[src/rtl/puzzle_runner_if.sv]
// puzzle_runner_if: host-side and puzzle-side signals of one puzzle run controller.
// master: host/sequencer side (drives go, sees results) plus puzzle outputs stopped/colour.
// slave: the run controller itself.
interface puzzle_runner_if #(
  parameter int LOG_DEPTH = 8,
  parameter int CW        = 16
);
  localparam int LCW = $clog2(LOG_DEPTH + 1);

  logic                 go;
  logic                 busy;
  logic                 done;
  logic                 start;
  logic                 stopped;
  logic                 colour;
  logic                 result_colour;
  logic                 result_timeout;
  logic [CW-1:0]        run_cycles;
  logic [LOG_DEPTH-1:0] colour_log;
  logic [LCW-1:0]       log_count;

  modport master (
    output go, stopped, colour,
    input  busy, done, start, result_colour, result_timeout,
           run_cycles, colour_log, log_count
  );

  modport slave (
    input  go, stopped, colour,
    output busy, done, start, result_colour, result_timeout,
           run_cycles, colour_log, log_count
  );
endinterface

[src/rtl/puzzle_runner.sv]
// puzzle_runner: pulses puzzle start, masks stopped while settling, waits for stop/timeout, reports result.
// Latency: go at edge k -> start/busy from edge k; done earliest START_W+SETTLE+1 cycles later.
// Backpressure: none; go is sampled only in IDLE and is otherwise dropped, not queued.
// Ports: clk, rst (sync, active-high); bus.go/busy/done to host; bus.start/stopped/colour to puzzle;
//        bus.result_colour/result_timeout/run_cycles/colour_log/log_count hold until the next run starts.
module puzzle_runner #(
  parameter int START_W   = 2,
  parameter int SETTLE    = 4,
  parameter int TIMEOUT   = 255,
  parameter int LOG_DEPTH = 8,
  parameter int CW        = 16
) (
  input  logic            clk,
  input  logic            rst,
  puzzle_runner_if.slave  bus
);

  localparam int LCW   = $clog2(LOG_DEPTH + 1);
  localparam int PMAX0 = (START_W > SETTLE) ? START_W : SETTLE;
  localparam int PMAX  = (PMAX0 > TIMEOUT) ? PMAX0 : TIMEOUT;
  localparam int PW    = $clog2(PMAX + 1);

  typedef enum logic [2:0] {
    ST_IDLE,
    ST_START,
    ST_SETTLE,
    ST_WAIT,
    ST_DONE
  } state_t;

  state_t               state_q, state_d;
  logic [PW-1:0]        cnt_q, cnt_d;
  logic                 res_col_q, res_col_d;
  logic                 res_to_q, res_to_d;
  logic [CW-1:0]        run_q, run_d;
  logic [LOG_DEPTH-1:0] log_q, log_d;
  logic [LCW-1:0]       lcnt_q, lcnt_d;

  // Two-flop synchronisers for the asynchronous puzzle outputs; col_prev_q
  // holds last cycle's synchronised colour for transition detection.
  logic stp_s1_q, stp_s2_q;
  logic col_s1_q, col_s2_q;
  logic col_prev_q;

  always_comb begin
    state_d   = state_q;
    cnt_d     = cnt_q;
    res_col_d = res_col_q;
    res_to_d  = res_to_q;
    run_d     = run_q;
    log_d     = log_q;
    lcnt_d    = lcnt_q;

    // Run length and colour log only advance while the ball chain is live.
    if (state_q == ST_SETTLE || state_q == ST_WAIT) begin
      if (run_q != {CW{1'b1}}) begin
        run_d = run_q + 1'b1;
      end
      if (col_s2_q != col_prev_q) begin
        log_d = (log_q << 1) | LOG_DEPTH'(col_s2_q);
        if (lcnt_q != LCW'(LOG_DEPTH)) begin
          lcnt_d = lcnt_q + 1'b1;
        end
      end
    end

    case (state_q)
      ST_IDLE: begin
        if (bus.go) begin
          state_d  = ST_START;
          cnt_d    = PW'(START_W);
          run_d    = '0;
          log_d    = '0;
          lcnt_d   = '0;
          res_to_d = 1'b0;
        end
      end
      ST_START: begin
        if (cnt_q == PW'(1)) begin
          if (SETTLE == 0) begin
            state_d = ST_WAIT;
            cnt_d   = PW'(TIMEOUT);
          end else begin
            state_d = ST_SETTLE;
            cnt_d   = PW'(SETTLE);
          end
        end else begin
          cnt_d = cnt_q - 1'b1;
        end
      end
      ST_SETTLE: begin
        if (cnt_q == PW'(1)) begin
          state_d = ST_WAIT;
          cnt_d   = PW'(TIMEOUT);
        end else begin
          cnt_d = cnt_q - 1'b1;
        end
      end
      ST_WAIT: begin
        // Stop is tested first so it wins over a coincident timeout.
        if (stp_s2_q) begin
          state_d   = ST_DONE;
          res_col_d = col_s2_q;
          res_to_d  = 1'b0;
        end else if (cnt_q == PW'(1)) begin
          state_d   = ST_DONE;
          res_col_d = col_s2_q;
          res_to_d  = 1'b1;
        end else begin
          cnt_d = cnt_q - 1'b1;
        end
      end
      ST_DONE: begin
        state_d = ST_IDLE;
      end
      default: begin
        state_d = ST_IDLE;
      end
    endcase
  end

  always_ff @(posedge clk) begin
    if (rst) begin
      state_q    <= ST_IDLE;
      cnt_q      <= '0;
      res_col_q  <= 1'b0;
      res_to_q   <= 1'b0;
      run_q      <= '0;
      log_q      <= '0;
      lcnt_q     <= '0;
      stp_s1_q   <= 1'b0;
      stp_s2_q   <= 1'b0;
      col_s1_q   <= 1'b0;
      col_s2_q   <= 1'b0;
      col_prev_q <= 1'b0;
    end else begin
      state_q    <= state_d;
      cnt_q      <= cnt_d;
      res_col_q  <= res_col_d;
      res_to_q   <= res_to_d;
      run_q      <= run_d;
      log_q      <= log_d;
      lcnt_q     <= lcnt_d;
      stp_s1_q   <= bus.stopped;
      stp_s2_q   <= stp_s1_q;
      col_s1_q   <= bus.colour;
      col_s2_q   <= col_s1_q;
      col_prev_q <= col_s2_q;
    end
  end

  // Control outputs are pure decodes of the state register.
  assign bus.start          = (state_q == ST_START);
  assign bus.busy           = (state_q == ST_START) || (state_q == ST_SETTLE) || (state_q == ST_WAIT);
  assign bus.done           = (state_q == ST_DONE);
  assign bus.result_colour  = res_col_q;
  assign bus.result_timeout = res_to_q;
  assign bus.run_cycles     = run_q;
  assign bus.colour_log     = log_q;
  assign bus.log_count      = lcnt_q;

endmodule

[src/flat_wrapper.sv]
// flat-port wrapper written by rule: the top's interface ports become plain ports
module puzzle_runner_flat 
#(
  parameter int START_W   = 2,
  parameter int SETTLE    = 4,
  parameter int TIMEOUT   = 255,
  parameter int LOG_DEPTH = 8,
  parameter int CW        = 16
)
  (clk, rst, bus_go, bus_stopped, bus_colour, bus_busy, bus_done, bus_start, bus_result_colour, bus_result_timeout, bus_run_cycles, bus_colour_log, bus_log_count);
  puzzle_runner_if #(.LOG_DEPTH(LOG_DEPTH), .CW(CW)) bus_i ();
  input  logic clk;
  input  logic rst;
  input wire logic [$bits(bus_i.go)-1:0] bus_go;
  input wire logic [$bits(bus_i.stopped)-1:0] bus_stopped;
  input wire logic [$bits(bus_i.colour)-1:0] bus_colour;
  output wire logic [$bits(bus_i.busy)-1:0] bus_busy;
  output wire logic [$bits(bus_i.done)-1:0] bus_done;
  output wire logic [$bits(bus_i.start)-1:0] bus_start;
  output wire logic [$bits(bus_i.result_colour)-1:0] bus_result_colour;
  output wire logic [$bits(bus_i.result_timeout)-1:0] bus_result_timeout;
  output wire logic [$bits(bus_i.run_cycles)-1:0] bus_run_cycles;
  output wire logic [$bits(bus_i.colour_log)-1:0] bus_colour_log;
  output wire logic [$bits(bus_i.log_count)-1:0] bus_log_count;
  assign bus_i.go = bus_go;
  assign bus_i.stopped = bus_stopped;
  assign bus_i.colour = bus_colour;
  assign bus_busy = bus_i.busy;
  assign bus_done = bus_i.done;
  assign bus_start = bus_i.start;
  assign bus_result_colour = bus_i.result_colour;
  assign bus_result_timeout = bus_i.result_timeout;
  assign bus_run_cycles = bus_i.run_cycles;
  assign bus_colour_log = bus_i.colour_log;
  assign bus_log_count = bus_i.log_count;
  puzzle_runner #(.START_W(START_W), .SETTLE(SETTLE), .TIMEOUT(TIMEOUT), .LOG_DEPTH(LOG_DEPTH), .CW(CW)) u_core (.clk(clk), .rst(rst), .bus(bus_i));
endmodule
[config.mk]
export PLATFORM = sky130hd
export DESIGN_NAME = puzzle_runner_flat
export DESIGN_NICKNAME = d
export VERILOG_FILES = /design/src/rtl/puzzle_runner_if.sv /design/src/rtl/puzzle_runner.sv /design/src/flat_wrapper.sv
export SDC_FILE = /design/constraint.sdc
export NUM_CORES = 1
export LEC_CHECK = 0
export ABC_AREA = 1
export BUFFER_PORTS_ARGS = -buffer_cell sky130_fd_sc_hd__buf_2
export CORE_ASPECT_RATIO = 1.75
export CORE_MARGIN = 4
export CORE_UTILIZATION = 35
export DETAILED_ROUTE_END_ITERATION = 7
export SYNTH_ARGS = -nofsm -noshare
export SYNTH_HDL_FRONTEND = slang
export SYNTH_SLANG_ARGS = --single-unit
[constraint.sdc]
create_clock -name clk -period 1.7 [get_ports clk]
set_input_delay 0.085 -clock clk [delete_from_list [all_inputs] [get_ports clk]]
set_output_delay 0.085 -clock clk [all_outputs]
set_load 0.01 [all_outputs]
# --- After elaboration in Yosys (flattened, before gate mapping) ---
# Cells that the tools add are included.
word_totals:
  reg_bits: 46
  inputBits: 5
  output_inout_bits: 33
  word_cells: 72
op_classes:
  n_addsub: 3
  n_eq_ne: 14
  n_mux: 31
  n_bitwise: 1
  n_reduce_logical: 11
ops:
  columns: ["operator", "n"]
  rows:
  - ["2-to-1 mux 8 bit", 9]
  - ["2-to-1 mux 16 bit", 4]
  - ["one-hot mux 8 bit (4 select lines)", 1]
  - ["2-to-1 mux 4 bit", 5]
  - ["adder 16 x 1 -> 16 bit (second input constant)", 1]
  - ["inequality test 16 bit (second input constant)", 1]
  - ["2-to-1 mux 3 bit", 5]
  - ["one-hot mux 3 bit (4 select lines)", 1]
  - ["== test 8 x 1 -> 1 bit (second input constant)", 1]
  - ["inequality test 2 bit (second input constant)", 4]
  - ["bitwise OR 8 x 1 -> 8 bit", 1]
  - ["AND reduction 4 bit", 2]
  - ["subtractor 8 x 1 -> 8 bit (second input constant)", 1]
  - ["== test 3 x 2 -> 1 bit (second input constant)", 2]
  - ["2-to-1 mux 1 bit", 5]
  - ["adder 4 x 1 -> 4 bit (second input constant)", 1]
  - ["inequality test 4 bit (second input constant)", 1]
  - ["nonzero test 2 bit", 2]
  - ["nonzero test 4 bit", 1]
  - ["== test 3 x 1 -> 1 bit (second input constant)", 1]
  - ["== test 3 bit (second input constant)", 1]
  - ["logical NOT 3 bit", 1]
  - ["logical OR 1 bit", 3]
  - ["inequality test 3 x 2 -> 1 bit (second input constant)", 1]
  - ["5 further kinds", 5]

# --- Logic depth before layout (Yosys ltp) ---
logic_depth:
  depth_word: 6
  ltp_mapped: 11
  depth_no_buf: 11

# --- Least setup slack after synthesis ---
# No wires, ideal clock.
synth_timing:
  kind: "register -> register"
  from: "register u_core.run_q[0], in the netlist u_core.bus.run_cycles[0]"
  to: "register u_core.run_q[6], in the netlist u_core.bus.run_cycles[6]"
  setup_ns: 0.113
  t_arrival_ns: 1.360
  required_ns: 1.587
  path_slack_ns: 0.227
  stages_incl_launch_ff: 11
  path_buffers: 0
  period_less_slack_ns: 1.473
  path_cell_list: "dfxtp_1 > ha_1 > nand3_1 > nor2_2 > nand4_4 > nand2_4 > inv_2 > nand2_1 > nand2_1 > nand2_1 > nor2_1"
synth_between:
  elab_chain_cells: 5
  elab_cells_between_ends: 6
  classes_between: "add/sub (1); eq/ne (1); mux (4)"
synth_rtl:
  columns: ["item", "line_no", "rtl"]
  rows:
  - ["start, declared", "puzzle_runner.sv:35", "logic [CW-1:0] run_q, run_d;"]
  - ["start signal, assigned", "puzzle_runner.sv:141", "run_q <= run_d;"]
  - ["adder 16 x 1 -> 16 bit or inequality test 16 bit (tied branches)", "puzzle_runner.sv:57, puzzle_runner.sv:56", null]
  - ["2-to-1 mux 16 bit (*)", "puzzle_runner.sv:56", "if (run_q != {CW{1'b1}}) begin"]
  - ["2-to-1 mux 16 bit (*)", "puzzle_runner.sv:55", "if (state_q == ST_SETTLE || state_q == ST_WAIT) begin"]
  - ["2-to-1 mux 16 bit", "puzzle_runner.sv:69", "if (bus.go) begin"]
  - ["2-to-1 mux 16 bit (*)", "puzzle_runner.sv:67", "case (state_q)"]
# Mark *: on every way between the ends. The rest lies on a longest branch, timed or not.
# A chain may end at the register's enable or synchronous reset.

# --- Final worst setup path ---
layout_timing:
  from: "register u_core.run_q[1], in the netlist u_core.bus.run_cycles[1]"
  to: "register u_core.run_q[6], in the netlist u_core.bus.run_cycles[6]"
# Same word-level chain as after synthesis.

==> impl_metrics.sql <==
INSERT INTO impl_metrics (metric_group, metric, value, unit) VALUES
('setup_path', 'criticalPathCategory', 'register to register', ''),
('final_layout', 'post-route-cell-area', '3033', 'µm²'),
('power_and_ir_drop', 'ir_drop', '0.0006314', 'V'),
('timing', 'setup-violations-final', '0', ''),
('die', 'core.rowCount', '40', ''),
('final_layout', 'syn_to_final_growth', '19.47', '%'),
('clocking', 'clock_sink_count', '46', ''),
('place', 'routabilityCongestion', '0.8078', ''),
('timing', 'grt_setup_unrepaired', 'false', ''),
('synthesis', 'yosys-top-cells-area', 'dfxtp_1 36%, nand2_1 13%, nor2_1 8.1%', ''),
('power_and_ir_drop', 'share_clk_of_total_power', '0.313', ''),
('setup_path', 'r2r_end', 'u_core.bus.run_cycles[6]', ''),
('detailed_routing', 'drt_iter0_markers', '86', ''),
('global_route', 'antenna_found_initial', '0', ''),
('detailed_routing', 'drt_total_wl', '5996', 'µm'),
('setup_path', 'timing.critical_path.arrival', '1.77', 'ns'),
('setup_path', 'timing.rr.start', 'u_core.bus.run_cycles[1]', ''),
('synthesis', 'seq_area_frac_synth', '0.3627', ''),
('setup_path', 'cp-start-kind', 'register', ''),
('setup_path', 'timing.critical_path.fanout_max', '8', ''),
('power_and_ir_drop', 'cellLeakagePower', '1.470', 'nW'),
('clocking', 'cts.htree.levels', '2', ''),
('die', 'coreArea', '6957', 'µm²'),
('global_route', 'gr-total-overflow', '0', ''),
('final_layout', 'final_layout_size_suffix_gt1_frac', '0.2249', ''),
('synthesis', 'ys_ff_latch', '46', ''),
('timing', 'relSlewSlack', '0.7943', ''),
('power_and_ir_drop', 'p_switching', '1.539', 'mW'),
('synthesis', 'syn-mean-instance-area', '6.955', 'µm²'),
('final_layout', 'most_used_cells_in_the_layout_excluding_fill_and_tap_cells', '87 x nand2_1, 55 x nor2_1, 46 x inv_1', ''),
('clocking', 'insertion_delay_to_the_later_sink_of_the_worst_skew_pair', '0.29', 'ns'),
('detailed_routing', 'vias', '2370', ''),
('synthesis', 'yosys.area.top_type_share', '0.3627', ''),
('setup_path', 'worstRegToRegCells', '10', ''),
('power_and_ir_drop', 'share_seq_of_total_power', '0.330', ''),
('clocking', 'cts_inserted_buffers', '5', ''),
('job', 'drv_cap', '0', ''),
('synthesis', 'synthesis.nets', '375', ''),
('final_layout', 'nNetsFinal', '418', ''),
('timing', 'setup-tns-final', '0', 'ns'),
('power_and_ir_drop', 'power.internal', '2.609', 'mW'),
('detailed_routing', 'detail_route.drc_violations', '0', ''),
('synthesis', 'synthesis.area', '2539', 'µm²'),
('setup_path', 'worstSetupEndpointType', 'register', ''),
('global_route', 'grt_pass1_wl', '10250', 'µm'),
('outcome', 'status', 'complete, no violations', ''),
('timing', 'layout_setup_ws', '0.1128', 'ns'),
('final_layout', 'final_common_cell', 'nand2_1', ''),
('detailed_routing', 'routed_via_density', '4.807', ''),
('clocking', 'post_cts_hold_buffer_count', '0', ''),
('clocking', 'cts.root.buffer_cell', 'clkbuf_16', ''),
('place', 'place_worst_setup_slack', '0.1052', 'ns'),
('hold_path', 'timing.hold.worst.class', 'primary input to register', ''),
('detailed_routing', 'first_pass_iters', '4', ''),
('place', 'post-dp-hpwl', '4600', 'µm'),
('timing', 'worst_clock_skew', '0.003458', 'ns'),
('clocking', 'post-cts-setup-buffer-count', '0', ''),
('clocking', 'clk_pin_slew', '0.06', 'ns'),
('power_and_ir_drop', 'pd_cells', '1367', 'nW/µm²'),
('detailed_routing', 'route.antenna.remaining_nets', '0', ''),
('clocking', 'longest_clk_path_bufs', '2', ''),
('synthesis', 'netlist.top_cell.by_area', 'dfxtp_1', ''),
('power_and_ir_drop', 'switching_share', '0.3710', ''),
('setup_path', 'crit_required', '1.88', 'ns'),
('synthesis', 'postSynthCellCount', '365', ''),
('clocking', 'cts-resized-gates', '0', ''),
('timing', 'finalMaxSlewViolations', '0', ''),
('detailed_routing', 'wire_per_inst', '12.16', 'µm'),
('setup_path', 'ff2ff_setup_slack', '0.11', 'ns'),
('place', 'numPortBuffers', '37', ''),
('final_layout', 'post-route-util', '0.4360', '');
==> metal layers <==
| layer | vias up | part of all wire | track usage | wire [µm] |
|---|---|---|---|---|
| met1 | 1085 | 0.40 | 0.1527 | 2409 |
| met5 | - | 0 | 0 | 0 |
| met2 | 30 | 0.55 | 0.2774 | 3287 |
| met3 | 8 | 0.027 | 0.02662 | 163 |
| li1 | 1247 | - | - | - |
| met4 | 0 | 0.023 | 0.06351 | 136 |
==> state kept, by name, summed over array words and instances, names as in the netlist <==
name	count
u_core.bus.run_cycles	16
u_core.bus.colour_log	8
u_core.cnt_q	8
u_core.bus.log_count	4
u_core.state_q	3
u_core.bus.result_colour	1
u_core.bus.result_timeout	1
u_core.col_prev_q	1
u_core.col_s1_q	1
u_core.col_s2_q	1
u_core.stp_s1_q	1
u_core.stp_s2_q	1
==> layout make-up <==
| type | instances | area, µm² |
|---|---|---|
| inverter | 57 | 219.0 |
| fill | 752 | 3924 |
| clock inverter | 2 | 60.06 |
| tap | 84 | 105.1 |
| multi-input combinational | 256 | 1365 |
| timing repair buffer | 42 | 222.7 |
| clock buffer | 6 | 138.9 |
| sequential | 46 | 922.1 |
==> critical path: stages (launching register included) <==
cell and delay (ns):
dfxtp_1 0.38, ha_2 0.23, nand3_1 0.13, nor2_4 0.17, nand4_4 0.15, nand2_4 0.13, inv_2 0.08, nand2_1 0.06
nand2_1 0.05, nand2_1 0.06, nor2_1 0.04
==> synthesized netlist by cell type <==
master	count
xor2_1	3
nor2_1	55
o21bai_1	3
nand4_1	4
nand3_1	23
o21ai_0	9
nor3_2	9
nand3_2	3
nor2_2	1
clkinv_1	1
inv_6	1
nor2_4	1
nor3_1	5
buf_6	1
a21oi_1	20
nor3_4	2
nor4_1	1
nand2_2	3
dfxtp_1	46
o21ai_1	6
buf_4	3
nand2_4	5
inv_2	9
a211oi_2	2
nand2_1	87
ha_1	5
a21oi_2	1
a31oi_1	1
nand4_4	2
o21ai_2	1
o211ai_1	1
a21boi_1	1
inv_1	46
o21a_1	2
clkbuf_1	2
==> power by group through the flow <==
stage                     Combinational (mW)  Clock [mW]  Sequential (mW)
after global routing                    1.70        1.37             1.39
after detailed placement                1.49           0             1.39
final                                   1.48        1.30             1.37
after CTS                               1.50        1.33             1.37
after global placement                  1.47           0             1.39
after floorplan                         1.18           0             1.36
==> worst max path at each step <==
stage,to,slack (ns),from
2_1_floorplan,u_core.bus.run_cycles[6],0.23,u_core.bus.run_cycles[0]
3_3_place_gp,u_core.bus.run_cycles[6],0.17,u_core.bus.run_cycles[1]
3_5_place_dp,u_core.bus.run_cycles[6],0.11,u_core.bus.run_cycles[0]
4_1_cts,u_core.bus.run_cycles[6],0.03,u_core.bus.run_cycles[0]
5_1_grt,u_core.bus.run_cycles[6],0.009,u_core.bus.run_cycles[1]
6_report,u_core.bus.run_cycles[6],0.11,u_core.bus.run_cycles[1]
==> cell families (layout without fill, tap and decap cells) <==
kind of cell | count (synthesis) | after routing | synth area share
adder cells (fa/ha/maj) | 5 | 5 | 0.02464
AND/OR/NAND/NOR | 201 | 201 | 0.3908
XOR/XNOR | 3 | 3 | 0.01035
buffers and inverters | 63 | 107 | 0.1025
AO/OA/AOI/OAI | 47 | 47 | 0.1089
flip-flops | 46 | 46 | 0.3627
==> stage by stage <==
stage | std cells | power (mW)
2_1_floorplan | 365 | 2.545
3_3_place_gp | 485 | 2.859
3_5_place_dp | 485 | 2.883
4_1_cts | 493 | 4.200
5_1_grt | 493 | 4.462
6_report | 493 | 4.147
No activity file was read; power rests on OpenSTA's default activity.
